--- src/rtl/poly_codec_pkg.sv ---
// Shared constants, state encoding and coefficient classification for the
// polynomial coefficient link codec.
package poly_codec_pkg;

  localparam int DATA_SIZE    = 16;
  localparam int POLY_SIZE    = 16;
  localparam int SCALE_FACTOR = 2;
  localparam int N            = DATA_SIZE + SCALE_FACTOR;
  localparam int IDX_W        = $clog2(N);

  typedef enum logic {
    COLLECT = 1'b0,
    OUTPUT  = 1'b1
  } state_t;

  // Returns {legal, bit}: only 0 and 1 are legal data coefficients.
  function automatic logic [1:0] coeff_is_bit(input logic [POLY_SIZE-1:0] coeff);
    logic legal;
    legal = (coeff[POLY_SIZE-1:1] == {(POLY_SIZE-1){1'b0}});
    return {legal, coeff[0] & legal};
  endfunction

endpackage

--- src/rtl/poly_coeff_check.sv ---
// Classifies one received coefficient: data coefficients must be 0/1,
// guard coefficients must be 0.
module poly_coeff_check
  import poly_codec_pkg::*;
(
  input  logic [POLY_SIZE-1:0] coeff,
  input  logic                 is_guard,
  output logic                 coeff_bit,
  output logic                 bad
);

  logic [1:0] verdict_s;

  // Decode the coefficient into a data bit and an error indication
  always_comb begin
    verdict_s = coeff_is_bit(coeff);
    coeff_bit = 1'b0;
    bad       = 1'b0;
    if (is_guard) begin
      bad = (coeff != {POLY_SIZE{1'b0}});
    end else begin
      coeff_bit = verdict_s[0];
      bad       = ~verdict_s[1];
    end
  end

endmodule

--- src/rtl/poly_stream_decoder.sv ---
// Serial receive end of the polynomial coefficient link: collects N beats per
// frame, rebuilds the data word and flags malformed frames.
module poly_stream_decoder
  import poly_codec_pkg::*;
(
  input  logic                 clk,
  input  logic                 reset,
  input  logic [POLY_SIZE-1:0] coeff_in,
  input  logic                 coeff_sof,
  input  logic                 coeff_valid,
  output logic                 coeff_ready,
  output logic [DATA_SIZE-1:0] data_out,
  output logic                 frame_err,
  output logic                 data_valid,
  input  logic                 data_ready,
  output logic                 sync_err
);

  localparam logic [IDX_W-1:0] LAST_IDX    = IDX_W'(N - 1);
  localparam logic [IDX_W-1:0] FIRST_GUARD = IDX_W'(DATA_SIZE);

  state_t               state_r, state_s;
  logic [IDX_W-1:0]     idx_r, idx_s, pos_s;
  logic [DATA_SIZE-1:0] acc_r, acc_s, data_out_s;
  logic                 err_r, err_s;
  logic                 frame_err_s, data_valid_s, sync_err_s, coeff_ready_s;
  logic                 beat_s, coeff_bit_s, coeff_bad_s;

  assign beat_s = coeff_valid & coeff_ready;
  // A start-of-frame beat always lands at index 0, whatever idx currently holds.
  assign pos_s  = coeff_sof ? {IDX_W{1'b0}} : idx_r;

  poly_coeff_check u_check (
    .coeff     (coeff_in),
    .is_guard  (pos_s >= FIRST_GUARD),
    .coeff_bit (coeff_bit_s),
    .bad       (coeff_bad_s)
  );

  // Next-state, frame assembly and output staging
  always_comb begin
    state_s      = state_r;
    idx_s        = idx_r;
    acc_s        = acc_r;
    err_s        = err_r;
    data_out_s   = data_out;
    frame_err_s  = frame_err;
    data_valid_s = data_valid;
    sync_err_s   = 1'b0;
    case (state_r)
      COLLECT: begin
        if (beat_s && !coeff_sof && (idx_r == {IDX_W{1'b0}})) begin
          sync_err_s = 1'b1;
        end else if (beat_s) begin
          sync_err_s = coeff_sof && (idx_r != {IDX_W{1'b0}});
          acc_s      = coeff_sof ? {DATA_SIZE{1'b0}} : acc_r;
          for (int k = 0; k < DATA_SIZE; k++) begin
            acc_s[k] = (pos_s == IDX_W'(k)) ? coeff_bit_s : acc_s[k];
          end
          err_s = (coeff_sof ? 1'b0 : err_r) | coeff_bad_s;
          if (pos_s == LAST_IDX) begin
            state_s      = OUTPUT;
            idx_s        = {IDX_W{1'b0}};
            data_out_s   = acc_s;
            frame_err_s  = err_s;
            data_valid_s = 1'b1;
          end else begin
            idx_s = pos_s + IDX_W'(1);
          end
        end else begin
          idx_s = idx_r;
        end
      end
      OUTPUT: begin
        if (data_ready) begin
          state_s      = COLLECT;
          data_valid_s = 1'b0;
        end else begin
          state_s = OUTPUT;
        end
      end
      default: begin
        state_s      = COLLECT;
        idx_s        = {IDX_W{1'b0}};
        data_valid_s = 1'b0;
      end
    endcase
    // Ready is registered from the next state, so data_ready never reaches it combinationally.
    coeff_ready_s = (state_s == COLLECT);
  end

  // State, collection and output registers
  always_ff @(posedge clk or posedge reset) begin
    if (reset) begin
      state_r     <= COLLECT;
      idx_r       <= {IDX_W{1'b0}};
      acc_r       <= {DATA_SIZE{1'b0}};
      err_r       <= 1'b0;
      coeff_ready <= 1'b0;
      data_out    <= {DATA_SIZE{1'b0}};
      frame_err   <= 1'b0;
      data_valid  <= 1'b0;
      sync_err    <= 1'b0;
    end else begin
      state_r     <= state_s;
      idx_r       <= idx_s;
      acc_r       <= acc_s;
      err_r       <= err_s;
      coeff_ready <= coeff_ready_s;
      data_out    <= data_out_s;
      frame_err   <= frame_err_s;
      data_valid  <= data_valid_s;
      sync_err    <= sync_err_s;
    end
  end

endmodule
--- config.mk ---
export PLATFORM = sky130hd
export DESIGN_NAME = poly_stream_decoder
export DESIGN_NICKNAME = d
export VERILOG_FILES = /design/src/rtl/poly_codec_pkg.sv /design/src/rtl/poly_coeff_check.sv /design/src/rtl/poly_stream_decoder.sv
export SDC_FILE = /design/constraint.sdc
export NUM_CORES = 1
export LEC_CHECK = 0
export CORE_MARGIN = 2
export CORE_UTILIZATION = 45
export CTS_CLUSTER_DIAMETER = 60
export DETAILED_ROUTE_END_ITERATION = 10
export PLACE_DENSITY = 0.83
export SLEW_MARGIN = 15
export SYNTH_ARGS = -nofsm -noshare
export SYNTH_HDL_FRONTEND = slang
export SYNTH_SLANG_ARGS = --single-unit
export TNS_END_PERCENT = 10
--- constraint.sdc ---
create_clock -name clk -period 2.53 [get_ports clk]
set_clock_uncertainty 0.15 [all_clocks]
set_input_delay 0.506 -clock clk [delete_from_list [all_inputs] [get_ports clk]]
set_output_delay 0.506 -clock clk [all_outputs]
set_load 0.005 [all_outputs]
==> run summary <==
Status: finished clean
CP peak stage delay: 0.45 ns
Num CTS Buffers: 5
Post_cts resized: 0
Most frequent cell after synthesis: dfrtp_1
Final setup fails: 0
Critical path's slowest cell: nor4b_2
Wire per inst: 14.3 um
Total power: 1.49 mW
Die area: 5420 sq um
Final Max Slew Viols: 0
RSZ-0062 raised after global routing: false
Final Net Count: 281
CTS Hold Bufs: 0
Reg2reg end: data_out[14]
Inserted Diodes: 0
Core Box Area: 4690 sq um
Power Dens Cells: 534 nW/um^2
LEAKAGE: 1.26 nW
Max VDD drop: 0.256 mV
CTS tree: yes
Synth unique cells: 35
DRT iter0 DRCs: 109
Worst reg-to-reg setup slack: 0.49 ns
Buffers on Ports: 40
Worst-margin pin slew: 0.527 ns
H-tree lvl count: 2
Worst r2r src: idx_r[1]
Synth area leader: dfrtp_1
Max-cap viol count: 0
GRT Total Usage: 18.0%
Crit path max fanout: 10
Reg area: 1080 sq um
Main synth FF type: dfrtp_1
Syn Std Cell Area: 2180 sq um
Final cell count without fillers: 310
Most numerous cell on the critical path: buf_4
Worst EP arrival: 2.31 ns
Clock group share of total power: 37.1%
Logic pwr share: 14.3%
Final ANT Viol Nets: 0
Switching pwr: 0.371 mW
Syn_area_per_cell: 10.5 sq um
Crit Path Category: input pin to flop
WHS Path Cells: 2
Worst reg2reg path depth: 6
Relative slew slack: 64.9%
Internal power: 1.12 mW
First-pass GRT wire length: 7380 um
Post-synth top cells: dfrtp_1 (43), nand2_1 (29), o21ai_0 (26)
Post-DR vias/cell: 5.35
IO Pins: 41
Latest clock arrival within the worst-skew pair: 0.29 ns
Post-DP HPWL: 3110 um
Chip height: 73.6 um
FF+latch count, synth: 43
Peak Freq: 436 MHz
Period minus WS final: 2.29 ns
Share of cells above drive strength 1: 21.5%
Top cells by area, synth: dfrtp_1 (49%), mux2_4 (9.6%), o21ai_0 (6.0%), nand2_1 (5.0%), a21oi_1 (3.9%)
Syn nets: 233
Final hold violation count: 0
Vias in the first global route: 1644
Drt total wl: 4430 um
Clock buffer depth: 2
Final Cycle Share: 90.6%
Clk slew on worst S/H paths: 0.08 ns
Grt total ovfl: 0
Synth top area share: 49.3%
Synth async-reset ratio: 100%
Placer congestion estimate: 0.840
Total number of vias: 1658
Fillers: 382
Warnings, synthesis: 0
Worst Path Required: 2.55 ns
Initial Util: 46.5%
Area of the multi-input gates: 965 sq um
Largest net degree at the start of global routing: 44
Clock tree root buffer cell: clkbuf_8
Crit-path cells: clkdlybuf4s50_1 -> buf_4 -> buf_4 -> buf_4 -> nor4b_2 -> a21oi_1 -> o21ai_0 -> o21ai_0
HP Class: flop to flop
Sequential-to-total area share from yosys stat: 49.3%
Area Overhead vs Synth: 28.0%
Placed insts: 302
HP Start: data_out[15]
Crit. Startpoint: coeff_sof
Nature of the critical path startpoint: input pin
Drt first pass iters: 4
Sw Ratio: 24.9%
Num rows: 25
Flop pwr share: 48.7%
Worst setup EP type: flop
Setup Buffers After CTS: 0
Hold-critical path endpoint: data_out[15]
DRC: 0
EDFF count, synth: 0
Die Span X: 73.6 um
Initial antenna violation count: 0
Clock sink count: 43
Mapped Cells: 207
-- power by group through the flow --
| stage | combinational (mW) | sequential, mW | clock (mW) |
|---|---|---|---|
| 6_report | 0.213 | 0.726 | 0.553 |
| 5_1_grt | 0.237 | 0.728 | 0.601 |
| 4_1_cts | 0.214 | 0.726 | 0.561 |
| 3_5_place_dp | 0.212 | 0.739 | 0 |
| 3_3_place_gp | 0.209 | 0.738 | 0 |
| 2_1_floorplan | 0.139 | 0.725 | 0 |
-- per-layer routing --
| layer | GRT usage (%) | up-vias | routed length [um] |
|---|---|---|---|
| met4 | 7.47 | 0 | 72 |
| met1 | 23.4 | 799 | 1980 |
| met5 | 0 | - | 0 |
| li1 | - | 806 | - |
| met3 | 4.12 | 9 | 157 |
| met2 | 28.7 | 44 | 2220 |
-- kinds of logic (layout without fill, tap and decap cells) --
| family | count (synthesis) | after routing | share of synthesized area, % |
|---|---|---|---|
| buffers and inverters | 26 | 75 | 6.43 |
| and+or+nand+nor | 56 | 56 | 14.6 |
| DFF | 43 | 43 | 49.3 |
| adders and majority gates | 5 | 5 | 2.87 |
| AOI/OAI and AO/OA | 61 | 61 | 16.2 |
| xor gates and xnor gates | 1 | 1 | 0.402 |
| muxes | 15 | 15 | 10.2 |
-- critical path: cells and delay by family --
kind | cells | cell delay (ns)
buffers and inverters | 4 | 0.92
AND/OR/NAND/NOR | 1 | 0.45
AO/OA/AOI/OAI | 3 | 0.44
-- worst max path at each step --
stage,end,cells past startpoint
6_report,acc_r[9],8
5_1_grt,acc_r[9],8
3_5_place_dp,data_out[14],5
4_1_cts,acc_r[9],8
3_3_place_gp,data_out[2],5
2_1_floorplan,data_out[0],10
-- through the flow --
| stage | cell area (sq um) | TNS [ns] | utilization [%] | worst slack (ns) | hold slack [ns] |
|---|---|---|---|---|---|
| finish | 2790 | 0 | 59.5 | 0.238 | 0.339 |
| floorplan | 2180 | 0 | - | 0.0789 | 0.301 |
| global route | 2790 | 0 | 59.5 | 0.0692 | 0.375 |
| detailed placement | 2670 | -1.01 | 57.0 | -0.0634 | 0.320 |
| global placement | 2670 | -0.184 | 57.0 | -0.0134 | 0.316 |
| CTS | 2790 | 0 | 59.5 | 0.244 | 0.342 |
-- flip-flops by register name, summed over array words and instances, names as in the netlist --
signal / flops
coeff_ready: 1
idx_r: 5
data_valid: 1
acc_r: 16
frame_err: 1
sync_err: 1
err_r: 1
data_out: 16
state_r: 1
-- layout by cell type (no fill, tap or decap), types with 3 or more instances in the layout --
cell             instances
dfrtp_1                 43
inv_1                   10
clkbuf_8                 6
o21ai_2                  7
mux2_4                  14
buf_4                   17
o31ai_1                  5
nor2_1                   6
o21ai_0                 26
a21oi_1                 17
ha_1                     5
o21ai_1                  3
nand2_1                 29
nor4_1                   3
clkdlybuf4s50_1         40
nor3_1                   3
-- cell type report --
cell class	count	share of cell area [%]
Sequential cell	43	38.5
Multi-Input combinational cell	138	34.6
Tap cell	54	2.42
Timing Repair Buffer	57	18.9
Inverter	10	1.34
Clock buffer	6	2.96
Clock inverter	2	1.26
Note: power is estimated with default switching activity, not from simulation.
